`config.mk`:
```
export PLATFORM = sky130hd
export DESIGN_NAME = wshb_arbiter_n
export DESIGN_NICKNAME = d
export VERILOG_FILES = /design/src/rtl/wshb_arb_pkg.sv /design/src/rtl/wshb_rr_pick.sv /design/src/rtl/wshb_arbiter_n.sv
export SDC_FILE = /design/constraint.sdc
export NUM_CORES = 1
export LEC_CHECK = 0
export ABC_AREA = 1
export BUFFER_PORTS_ARGS = -buffer_cell sky130_fd_sc_hd__buf_2
export CORE_AREA = 2 2 119 121
export CTS_CLUSTER_SIZE = 40
export DETAILED_ROUTE_END_ITERATION = 8
export DIE_AREA = 0 0 121 123
export PLACE_DENSITY = 0.43
export SETUP_SLACK_MARGIN = 0.5
export SLEW_MARGIN = 20
export SYNTH_ARGS = -nofsm -noshare
export SYNTH_HDL_FRONTEND = slang
export SYNTH_SLANG_ARGS = --single-unit
```
`constraint.sdc`:
```
create_clock -name clk -period 2.5 [get_ports clk]
set_input_delay 0.125 -clock clk [delete_from_list [all_inputs] [get_ports clk]]
set_output_delay 0.125 -clock clk [all_outputs]
set_load 0.02 [all_outputs]
```
`src/rtl/wshb_arb_pkg.sv`:
```
// Shared types and helpers for the N-master Wishbone arbiter.
package wshb_arb_pkg;

  typedef enum logic {IDLE, OWNED} arb_state_t;
  typedef enum {PRIO_RR, PRIO_FIXED} prio_mode_t;

  localparam int MAX_MST = 8;

  function automatic int idxW(input int n);
    return (n > 1) ? $clog2(n) : 1;
  endfunction

  // Grant vectors are zero-extended to MAX_MST bits before conversion.
  function automatic int onehotToIdx(input logic [MAX_MST-1:0] oh);
    int idx;
    idx = 0;
    for (int i = 0; i < MAX_MST; i++) begin
      if (oh[i]) idx = i;
    end
    return idx;
  endfunction

endpackage

```
`src/rtl/wshb_rr_pick.sv`:
```
// Combinational winner selection: rotating priority after 'last', or fixed
// priority with index 0 highest.
module wshb_rr_pick #(
  parameter int N     = 2,
  parameter int IDX_W = 1
) (
  input  logic [N-1:0]     req,
  input  logic [IDX_W-1:0] last,
  input  logic             fixedPrio,
  output logic [IDX_W-1:0] winner,
  output logic             valid
);

  logic [IDX_W-1:0] cand [N];
  logic [N-1:0]     candReq;

  // cand[0] is the highest-priority index for the current mode.
  for (genvar gi = 0; gi < N; gi++) begin : gCand
    assign cand[gi]    = fixedPrio ? IDX_W'(gi) : IDX_W'((int'(last) + gi + 1) % N);
    assign candReq[gi] = req[cand[gi]];
  end

  always_comb begin
    winner = '0;
    valid  = 1'b0;
    for (int i = N - 1; i >= 0; i--) begin
      if (candReq[i]) begin
        winner = cand[i];
        valid  = 1'b1;
      end
    end
  end

endmodule

```
`src/rtl/wshb_arbiter_n.sv`:
```
// N-master to 1-slave Wishbone B4 arbiter with registered grant held for a whole cycle.
// Optional owner watchdog enabled by defining WSHB_ARB_TIMEOUT_EN.
module wshb_arbiter_n
  import wshb_arb_pkg::*;
#(
  parameter int N_MST     = 2,
  parameter int ADR_W     = 32,
  parameter int DAT_W     = 32,
  parameter int PRIO_MODE = 0,
  parameter int TIMEOUT   = 255,
  localparam int SEL_W    = DAT_W / 8
) (
  input  logic                   clk,
  input  logic                   rst_n,
  input  logic [N_MST-1:0]       m_cyc,
  input  logic [N_MST-1:0]       m_stb,
  input  logic [N_MST-1:0]       m_we,
  input  logic [N_MST*ADR_W-1:0] m_adr,
  input  logic [N_MST*DAT_W-1:0] m_dat_ms,
  input  logic [N_MST*SEL_W-1:0] m_sel,
  input  logic [N_MST*3-1:0]     m_cti,
  input  logic [N_MST*2-1:0]     m_bte,
  output logic [N_MST-1:0]       m_ack,
  output logic [N_MST-1:0]       m_err,
  output logic [DAT_W-1:0]       m_dat_sm,
  output logic [N_MST-1:0]       m_gnt,
  output logic                   s_cyc,
  output logic                   s_stb,
  output logic                   s_we,
  output logic [ADR_W-1:0]       s_adr,
  output logic [DAT_W-1:0]       s_dat_ms,
  output logic [SEL_W-1:0]       s_sel,
  output logic [2:0]             s_cti,
  output logic [1:0]             s_bte,
  input  logic [DAT_W-1:0]       s_dat_sm,
  input  logic                   s_ack,
  input  logic                   s_err
);

  localparam int IDX_W = idxW(N_MST);
  localparam prio_mode_t MODE = (PRIO_MODE == 1) ? PRIO_FIXED : PRIO_RR;

  arb_state_t       stateReg, stateNext;
  logic [N_MST-1:0] gntReg, gntNext;
  logic [IDX_W-1:0] lastReg, lastNext, ownerIdx, winIdx;
  logic             winValid, ownerCyc, timeoutHit, releaseNow;

  wshb_rr_pick #(.N(N_MST), .IDX_W(IDX_W)) uPick (
    .req      (m_cyc),
    .last     (lastReg),
    .fixedPrio(MODE == PRIO_FIXED),
    .winner   (winIdx),
    .valid    (winValid)
  );

  assign ownerIdx   = IDX_W'(onehotToIdx(MAX_MST'(gntReg)));
  assign ownerCyc   = |(m_cyc & gntReg);
  assign releaseNow = (stateReg == OWNED) && (!ownerCyc || timeoutHit);

`ifdef WSHB_ARB_TIMEOUT_EN
  localparam int WD_W = ($clog2(TIMEOUT + 1) > 8) ? $clog2(TIMEOUT + 1) : 8;

  logic [WD_W-1:0] wdogReg;
  logic            stalled;

  // Counts stalled strobe cycles; the TIMEOUT-th one errors the owner out.
  assign stalled    = (stateReg == OWNED) && s_stb && !s_ack;
  assign timeoutHit = stalled && (wdogReg == WD_W'(TIMEOUT - 1));

  always_ff @(posedge clk) begin
    if (!rst_n || stateReg != OWNED || releaseNow || s_ack) begin
      wdogReg <= '0;
    end else if (stalled) begin
      wdogReg <= wdogReg + WD_W'(1);
    end
  end
`else
  logic unusedTimeout;
  assign unusedTimeout = (TIMEOUT != 0);
  assign timeoutHit    = 1'b0;
`endif

  always_ff @(posedge clk) begin
    if (!rst_n) begin
      stateReg <= IDLE;
      gntReg   <= '0;
      lastReg  <= IDX_W'(N_MST - 1);
    end else begin
      stateReg <= stateNext;
      gntReg   <= gntNext;
      lastReg  <= lastNext;
    end
  end

  always_comb begin
    stateNext = stateReg;
    gntNext   = gntReg;
    lastNext  = lastReg;
    case (stateReg)
      IDLE: begin
        if (winValid) begin
          stateNext       = OWNED;
          gntNext         = '0;
          gntNext[winIdx] = 1'b1;
        end
      end
      OWNED: begin
        if (releaseNow) begin
          stateNext = IDLE;
          gntNext   = '0;
          lastNext  = ownerIdx;
        end
      end
      default: stateNext = IDLE;
    endcase
  end

  // The owner dropping cyc releases the slave port in the same cycle.
  always_comb begin
    s_cyc = 1'b0;
    s_stb = 1'b0;
    s_we  = 1'b0;
    if (stateReg == OWNED) begin
      s_cyc = ownerCyc;
      s_stb = ownerCyc & m_stb[ownerIdx];
      s_we  = m_we[ownerIdx];
    end
  end

  assign s_adr    = m_adr[ownerIdx*ADR_W +: ADR_W];
  assign s_dat_ms = m_dat_ms[ownerIdx*DAT_W +: DAT_W];
  assign s_sel    = m_sel[ownerIdx*SEL_W +: SEL_W];
  assign s_cti    = m_cti[ownerIdx*3 +: 3];
  assign s_bte    = m_bte[ownerIdx*2 +: 2];
  assign m_dat_sm = s_dat_sm;
  assign m_gnt    = gntReg;

  for (genvar gi = 0; gi < N_MST; gi++) begin : gRoute
    assign m_ack[gi] = s_ack & gntReg[gi];
    assign m_err[gi] = (s_err | timeoutHit) & gntReg[gi];
  end

endmodule

```
# ---- Word level (Yosys, flattened, before mapping)
# Index checks and enable logic that the tools add are counted.
dict set report word_totals {
  reg_bits 4
  inputBits 188
  output_inout_bits 114
  elab_cells 55
}
dict set report op_classes {
  addsub 2
  multipliers 1
  n_lt_le_gt_ge 5
  eq_ne 2
  n_shift 5
  n_mux 24
  n_bitwise 7
  n_reduce_logical 6
}
# cell count
set ops {}
lappend ops {{$shiftx 64x7->32} 2}
lappend ops {{$mux 1} 19}
lappend ops {{$lt 1x2->1 const B} 4}
lappend ops {{$shiftx 8x4->4} 1}
lappend ops {{$shiftx 6x4->3} 1}
lappend ops {{$and 1x1->1} 5}
lappend ops {{$mux 2} 2}
lappend ops {{$ne 2x1->1 const B} 2}
lappend ops {{$pmux 2 s2} 1}
lappend ops {{$reduce_and 2->1} 2}
lappend ops {{$shiftx 4x3->2} 1}
lappend ops {{$mul 1x2->3 const B} 1}
lappend ops {{$add 1x1->1 const B} 2}
lappend ops {{$and 2x2->2} 1}
lappend ops {{$logic_and 1x1->1} 2}
lappend ops {{$pmux 1 s2} 1}
lappend ops {{$reduce_or 2->1} 1}
lappend ops {{$demux 1 s1} 1}
lappend ops {{$ge 1x1->1 const B} 1}
lappend ops {{$logic_not 1->1} 1}
lappend ops {{$not 1->1} 1}

# ---- Depth between registers and ports, before layout
# Gate-level depths: netlist of run 1.
dict set report logic_depth {
  depth_word 12
  depth_mapped 6
  mapped_depth_nobuf 4
}

# ---- Modules after synthesis
# From an unflattened synthesis of run 1, not the netlist that was laid out.
dict set report unflattened {
  cells_unflattened 315
  area_unflattened_um2 1428.9
}
# module n_inst cells_each area_per_inst_um2 seq_area_each_um2
set by_module_without_submodules {}
lappend by_module_without_submodules {wshb_arbiter_n 1 309 1406.3 80.1}
lappend by_module_without_submodules {wshb_rr_pick 1 6 22.5 0.0}

# ---- Worst setup path after synthesis of run 1
# No wires, ideal clock.
dict set report synth_timing {
  path_type {register -> output}
  start {reg gntReg[0], in the netlist m_gnt[0]}
  end {out s_stb}
  arrival_ps 1060
  required_ps 2375
  path_slack_ps 1315
  path_stages_with_launch 5
  path_buffers 0
  path_cell_list {dfxtp_1 -> nand2_1 -> nand2_1 -> nand2_1 -> a21oi_1}
}
dict set report synth_between {
  elab_chain_len 4
}
# item line_no
set synth_rtl {}
lappend synth_rtl {{start, declared} wshb_arbiter_n.sv:44} ;# logic [N_MST-1:0] gntReg, gntNext;
lappend synth_rtl {{start signal, assigned} wshb_arbiter_n.sv:90} ;# gntReg <= gntNext;
lappend synth_rtl {{$and 2x2->2} wshb_arbiter_n.sv:57} ;# assign ownerCyc = |(m_cyc & gntReg);
lappend synth_rtl {{$reduce_or 2->1} wshb_arbiter_n.sv:57}
lappend synth_rtl {{$and 1x1->1} wshb_arbiter_n.sv:125} ;# s_stb = ownerCyc & m_stb[ownerIdx];
lappend synth_rtl {{$mux 1} wshb_arbiter_n.sv:123} ;# if (stateReg == OWNED) begin
lappend synth_rtl {{end, declared} wshb_arbiter_n.sv:28} ;# output logic s_stb,
# No other way between the ends.

# ---- Worst setup path after layout of run 1
dict set report layout_timing {
  start {reg gntReg[1], in the netlist m_gnt[1]}
  end {out s_stb}
}
dict set report layout_between {
  elab_chain_len 5
  elab_cells_between_ends 7
  cone_classes {4 x mux; 2 x bitwise; 1 x reduce/logical}
}
# item line_no
set layout_rtl {}
lappend layout_rtl {{$mux 1} wshb_arb_pkg.sv:18} ;# if (oh[i]) idx = i;
lappend layout_rtl {{$mux 1 (implied by the code) (2 in a row)} wshb_arbiter_n.sv:125}
lappend layout_rtl {{$and 1x1->1 *} wshb_arbiter_n.sv:125}
lappend layout_rtl {{$mux 1 *} wshb_arbiter_n.sv:123}
# Mark *: on every way between the ends. The rest lies on a longest branch, timed or not. The select of a mux whose other input is x is not followed.

==> results.md, run 1 <==
- The run finished with clean final reports.
- The worst register-to-register path ends at m_gnt[1].
- Including well taps, the total number of placed cells is 678.
- The count of fill cells added during filler insertion is 1599.
- The total iterations of the first detailed-routing run is 4.
- The max capacitance violation total is 0.
- Overall power consumption after layout is estimated at 0.9010 mW.
- The synthesized design contains 4 register bits.
- The buffer levels on the longest clock path is 2.
- The synthesized area per cell is 4.618 µm².
- After synthesis, the largest family of logic cells by area is simple AND/OR/NAND/NOR gates.
- After floorplanning, the core was sized to cover 0.01361 mm².
- The total of hold buffers inserted after clock tree synthesis is 0.
- Following the worst setup path forward leads to its endpoint at s_stb.
- The final global-route overflow total is 0.
- The maximum clock frequency is 0.6552 GHz.
- Setup repair after global routing left no endpoint under its margin.
- In the routed design, unresolved DRC markers number 0.
- For this run, the total global-route usage over all layers was measured as 7.951%.
- In the post-synthesis netlist, the biggest area contributors are sky130_fd_sc_hd__nand2_1 61%, sky130_fd_sc_hd__buf_4 20%, sky130_fd_sc_hd__dfxtp_1 5.6%.
- The height of the chip is 123 µm.
- Summing the sequential cell areas from Yosys gives 5.649% of the chip area.
- CTS built an H-tree with a depth of 1.
- The setup path with the least slack is of type flop to output port.
- The number of global-route vias before repair is 1965.
- The antenna cell count is 0.
- The number of ports placed on the die boundary is 302.
- The initial antenna violation count came to 0.
- Across all hold checks on the routed design, the worst slack comes to 0.1521 ns.
- The adder-cell area share of the yosys netlist is 0%.
- The count of nets left with antenna violations once routing finished came out at 0.
- The count of pins over their slew limit came to 0.
- The post-synth net total is 495.
- In this run, CTS created clock tree buffers numbering 3.
- The starting density of the core is 10.41%.
- Data on the critical path is required at its endpoint by 2.38 ns.
- Relative to the synthesized area, the layout overhead comes to 81.73%.
- The average via count per standard cell is 3.424.
- Counting I/O delays and the setup requirement, the final critical path takes 1.526 ns.
- The post-synthesis instance area is 0.001418 mm².
- In this run the critical register-to-register path is launched from m_gnt[1].
- The die area is 0.01488 mm².
- Once the clock tree was built, the setup fixing pass inserted 0 buffers.
- The clock tree from TritonCTS is done.
- Summing the areas of all compound-gate instances in the mapped netlist gives 2.648% of the synthesized area.
- The first global-routing pass estimated 9591 µm of wire.
- Port buffering added 237 buffers.
- The synthesized netlist devotes 63.11% of its cell area to simple gates.
- The average wire length per cell after detail routing is 10.50 µm.
- Measured against its own limit, the worst slew margin works out to 75.02%.
- The post-synthesis cell count is 307.
- The part of the cycle the worst path needs is 61.05%.
- The portion of synthesized area spent on multiplexers is 0%.
- The area share of xor/xnor cells in the synthesized design is 0%.
- Summed over all cells, the static leakage comes to 1.777 nW.
- The share of cells above drive strength 1 is 49.10%.
- The global placer's final weighted congestion is 0.7565.
- The data arrival time of the critical path is 1.40 ns.
- Adding up every negative setup slack in the final design gives 0 ns.
- The beginning of the critical path is m_gnt[1].
- The net count of the finished layout is 691.
- Entering global routing, the biggest net connects 77 pins.
- In this run the horizontal extent of the chip is 121 µm.
- The kind of capture point of the worst setup path is an output port.
- The post-synthesis cell type count is 13.
- The clock arrives with 0.001183 ns of skew.
- The count of non-filler cells in the finished layout is 681.
- The slew at the pin with the worst max-slew slack is 0.3707 ns.
- IR analysis of the VDD net gives a maximum drop of 0.4789 mV.
- The cell sitting at the root of the clock tree is a sky130_fd_sc_hd__clkbuf_16.
- The worst reg-to-reg setup slack is 1.34 ns.
- For this block, the routed nets add up to 7153 µm of wire.
- The number of instances resized during post-cts repair is 0.
- The later pin in the worst-skew pair is clocked with a latency of 0.22 ns.
- The HPWL reported at the end of detailed placement is 5894 µm.
- During synthesis, Yosys emitted a total of 0 warnings.
- The maximum fanout count along the critical path is 25.
- For this block, the via count after detailed routing is 2332.
- The areal power density over the cells is 349.8 mW/mm².
- Clock-pin slew was measured on the worst setup and hold paths at 0.03 ns.
- The total number of placement rows is 43.
- The number of sinks driven by the clock tree is 4.
- The worst reg-to-reg path cell count is 5.
- The top-area cell type share of the netlist area is 61.17%.
- The number of hold-slack violations in the final timing report was 0.
- After the first detailed-routing iteration, the DRC count stood at 75.
- The biggest area contributor in the post-synthesis netlist is sky130_fd_sc_hd__nand2_1.
- The path class of the tightest hold or removal check is input port to flop.
- STA classifies the critical path startpoint as a flop.
- Setup violations remaining at the end of the flow were counted as 0.
## worst max-delay path, stage by stage (launching register included)
cell and delay [ns]:
sky130_fd_sc_hd__dfxtp_2 0.36, sky130_fd_sc_hd__buf_4 0.28, sky130_fd_sc_hd__nand2_1 0.11, sky130_fd_sc_hd__nand2_1 0.07, sky130_fd_sc_hd__nand2_1 0.08, sky130_fd_sc_hd__a21oi_1 0.11
sky130_fd_sc_hd__buf_2 0.17
## stage by stage
| stage | area (µm²) | util (%) | setup WS (ns) |
|---|---|---|---|
| CTS | 2576 | 18.93 | 0.9369 |
| global placement | 2501 | 18.37 | 1.184 |
| global route | 2576 | 18.93 | 0.8617 |
| floorplan | 1418 | - | 1.315 |
| finish | 2576 | 18.93 | 0.9738 |
| detailed placement | 2501 | 18.37 | 1.181 |
## worst min path at each step
stage | startpoint | endpoint | slack [ns] | depth (start not counted)
after floorplan | rst_n | lastReg | 0.22 | 1
after global placement | s_dat_sm[19] | m_dat_sm[19] | 0.25 | 0
after detailed placement | s_dat_sm[19] | m_dat_sm[19] | 0.25 | 0
after CTS | rst_n | lastReg | 0.15 | 2
after global routing | rst_n | lastReg | 0.16 | 2
final | rst_n | lastReg | 0.15 | 2
## cell families (layout without fill, tap and decap cells)
kind of cell,count (synthesis),count (layout)
compound gates,7,7
buf+inv,59,253
flops,4,4
simple gates,237,237
## cell usage after synthesis, drive strengths merged
cell    instances
o211ai          1
dfxtp           4
nor2            2
clkbuf          2
nand2         231
buf            48
inv             9
nand3           4
o21ai           2
a21oi           4
## registers in the layout (all words and copies together), names as in the netlist
signal    count
m_gnt         2
lastReg       1
stateReg      1
## layout by cell type (no fill, tap or decap), drive strengths merged
| cell type | instances |
|---|---|
| clkbuf | 3 |
| o211ai | 1 |
| buf | 241 |
| a21oi | 4 |
| nand3 | 4 |
| o21ai | 2 |
| dfxtp | 4 |
| inv | 9 |
| nor2 | 2 |
| nand2 | 231 |
## layer usage
| metal | part of all wire [%] | track usage (%) | vias to the layer above | wire length [µm] |
|---|---|---|---|---|
| met5 | 0 | 0 | - | 0 |
| met4 | 1.7 | 2.035 | 0 | 119 |
| met3 | 9.9 | 2.122 | 16 | 705 |
| met2 | 51 | 15.06 | 125 | 3628 |
| met1 | 38 | 8.734 | 928 | 2700 |
| li1 | - | - | 1263 | - |
## cell type report
cell class                      instances  area, µm²  area share [%]
Tap cell                              180      225.2           8.742
Multi-Input combinational cell        244      932.1           36.18
Sequential cell                         4      81.33           3.157
Timing Repair Buffer                  241       1229           47.69
Inverter                                9      33.78           1.311
Clock buffer                            3      75.07           2.914
## where the power goes
part	leakage [nW]	switching [mW]	internal, mW
clock network	0.0370	0.0425	0.204
registers	0.0336	0.00638	0.0706
logic	1.71	0.353	0.224
(Power assumes the default switching activity.)
==> run 2: changes to the inputs <==
CORE_AREA = 2 2 118 120   (was 2 2 119 121)
DIE_AREA = 0 0 120 122   (was 0 0 121 123)
PLACE_DENSITY = 0.45   (was 0.43)
clock period = 1.33 ns   (was 2.5 ns; I/O delays follow)
==> results.md, run 2 (synthesis gave the netlist of run 1 again) <==
- The flow ran to the end, and the final reports show no timing, DRC or antenna violations.
- The worst setup path category is flop to output port.
- Relative to the synthesized area, the layout overhead comes to 145.6%.
- The area occupied by registers is 87.58 µm² (+7.7%).
- The total of hold buffers inserted after clock tree synthesis is 0 (unchanged).
- The clock latency of the later-clocked register in the worst-skew pair came to 0.22 ns (about the same).
- The starting density of the core is 10.50% (+0.083 points).
- The slew at the pin with the worst max-slew slack came to 0.5365 ns (+0.1658 ns).
- The maximum level of the CTS H-tree was 1 (unchanged).
- The final global-route overflow total is 0 (unchanged).
- In the finished design, the share of the clock period the worst path needs comes to 99.34%.
- The total wire length came to 7644 µm (+6.9%).
- The net switching share of the total power is 43.35% (-1.2 points).
- The worst setup path is captured at an output port.
- The overall die width is 120 µm (-0.83%).
- The data arrival time of the critical path is 1.25 ns (-0.15 ns).
- The element type at the critical path start is a flop.
- The core region area is 0.01350 mm² (-0.79%).
- The multi-input combinational cell area is 0.001359 mm² (+46%).
- The post-route antenna net violation count was 0 (unchanged).
- The count of fill cells added during filler insertion came to 1511 (-5.5%).
- TritonCTS built the clock tree.
- The initial antenna violation count is 1 (+1).
- The worst reg-to-reg setup slack is 0.10 ns (-1.24 ns).
- The final number of setup-violating endpoints is 0 (unchanged).
- The maximum fanout count along the critical path is 9 (-64%).
- The share of power burned in combinational logic is 70.8% (+6.7 points).
- The capture point of the worst path is s_stb.
- The switching power is 0.9157 mW (+130%).
- The cell area after placement is 0.002776 mm² (+11%).
- The overall power after layout came to 2.112 mW (+130%).
- The worst reg-to-reg path cell count came to 7 (+2).
- The relative contribution of sequential cells to total power was 7.2% (-1.3 points).
- The clock share of power is 22.0% (-5.4 points).
- The buffer levels on the longest clock path is 2 (unchanged).
- The number of design-rule violations left by the first detailed-router iteration is 54 (-28%).
- The leakage component of the power is 2.109 nW (+19%).
- The antenna cell count is 0 (unchanged).
- The cell internal power dissipation came to 1.196 mW (+140%).
- The average wire length per cell after detail routing is 11.01 µm (+4.9%).
- The total iterations of the first detailed-routing run came to 4 (unchanged).
- The number of sinks driven by the clock tree is 4 (unchanged).
- The max capacitance violation total came to 0 (unchanged).
- The number of hold-slack violations in the final timing report was 0 (unchanged).
- The maximum number of pins on one net before global-route repair is 46 (-40%).
- The number of global-route vias before repair was 2308 (+17%).
- The number of buffers added on ports is 237 (unchanged).
- The overall fraction of global-route tracks in use came to 8.717% (+0.77 points).
- The number of ports placed on the die boundary is 302 (unchanged).
- The net count of the finished layout is 704 (+1.9%).
- The average via count per standard cell is 3.602 (+5.2%).
- The clock period minus final worst setup slack is 1.321 ns.
- The count of pins over their slew limit came to 0 (unchanged).
- The HPWL reported at the end of detailed placement is 5787 µm (-1.8%).
- The worst reg2reg path startpoint is m_gnt[1].
- The total number of placement rows came to 43 (unchanged).
- The areal power density over the cells was 606.6 mW/mm² (+73%).
- The maximum ir drop on the vdd rail is 0.4151 mV (-13%).
- The clock-pin transition on the worst setup and hold timing paths was 0.03 ns (about the same).
- The maximum clock frequency is 0.7569 GHz.
- In this run the worst hold path is classified as input port to flop.
- The endpoint of the most critical register-to-register path is m_gnt[1].
- The first-pass GRT wire length is 10540 µm (+9.9%).
- In the layout the commonest cells are 187 x sky130_fd_sc_hd__buf_2, 122 x sky130_fd_sc_hd__nand2_1, 86 x sky130_fd_sc_hd__nand2_2.
- The summed area of non-filler cells in the final layout is 0.003482 mm² (+35%).
- The final worst hold slack is 0.09926 ns (-0.05282 ns).
- The worst slew slack as a fraction of its limit is 63.85% (-11 points).
- The most critical setup path has its startpoint at m_gnt[1].
- The most frequent standard cell in the layout excluding fill and tap cells is sky130_fd_sc_hd__buf_2.
- The number of remaining DRC errors is 0 (unchanged).
- Setup repair after global routing could not meet its margin everywhere.
- The required time of the worst setup path is 1.26 ns (-1.12 ns).
- The share of the core filled with cells was 25.79% (+6.9 points).
- The total negative setup slack is 0 ns (unchanged).
- The share of cells above drive strength 1 is 73.93% (+25 points).
- The root buffer cell is sky130_fd_sc_hd__clkbuf_16.
- The number of buffers added by the clock tree synthesis step is 3 (unchanged).
- The die area came to 0.01464 mm² (-1.6%).
- The height of the chip is 122 µm (-0.81%).
- The setup clock skew after layout came to 0.001082 ns (-0.0001013 ns).
- The flip-flop count of the largest register, all copies and words added is 2 (unchanged).
- The global placer's final weighted congestion is 0.7335 (-3.0%).
- The total vias in the final route is 2500 (+7.2%).
[run 2: repair_timing]
| action | 4_1_cts | 5_1_grt |
|---|---|---|
| hold endpoints to repair | 0 | 0 |
| cloned | 1 | 3 |
| pin swaps | 5 | 1 |
| setup endpoints to repair | 85 | 86 |
| buffers inserted | 4 | 3 |
| gates resized for setup | 103 | 49 |
[run 2: cell type report]
type                            instances  share of cell area [%]
Clock buffer                            3                   2.156
Inverter                                9                   1.330
Multi-Input combinational cell        244                   39.02
Sequential cell                         4                   2.515
Tap cell                              180                   6.468
Timing Repair Buffer                  253                   48.26
Timing Repair inverter                  1                  0.2515
[run 2: how the worst min path moves through the flow]
stage / cells after the start / slack [ns] / end / startpoint
after global placement: 0 / 0.13 / m_dat_sm[0] / s_dat_sm[0]
after floorplan: 1 / 0.17 / lastReg / rst_n
final: 2 / 0.1 / lastReg / rst_n
after global routing: 2 / 0.11 / lastReg / rst_n
after detailed placement: 0 / 0.13 / m_dat_sm[0] / s_dat_sm[0]
after CTS: 2 / 0.09 / lastReg / rst_n
[run 2: power groups by stage]
stage | logic (mW) | clock network (mW) | registers [mW]
global route | 1.62 | 0.478 | 0.154
global placement | 1.22 | 0 | 0.147
CTS | 1.40 | 0.471 | 0.149
floorplan | 0.864 | 0 | 0.147
detailed placement | 1.21 | 0 | 0.147
finish | 1.50 | 0.465 | 0.152
[run 2: layer usage]
metal  wire, µm  global-route usage, %
met2       4088                  17.44
met1       2772                  9.175
met3        664                  1.779
met4        119                  2.206
met5          0                      0
[run 2: metrics by stage]
stage	cells	setup slack, ns
6_report	694	0.008826
2_1_floorplan	307	0.3769
3_5_place_dp	680	0.1548
3_3_place_gp	680	0.1650
4_1_cts	688	-0.001657
5_1_grt	694	-0.04446
[run 2: worst max-delay path: stages, from the launching register on]
cell                      delay, ns
sky130_fd_sc_hd__dfxtp_4       0.42
sky130_fd_sc_hd__buf_12        0.17
sky130_fd_sc_hd__nand2_4       0.07
sky130_fd_sc_hd__nand2_4       0.06
sky130_fd_sc_hd__nand2_4       0.06
sky130_fd_sc_hd__a21oi_4       0.12
sky130_fd_sc_hd__buf_6         0.13
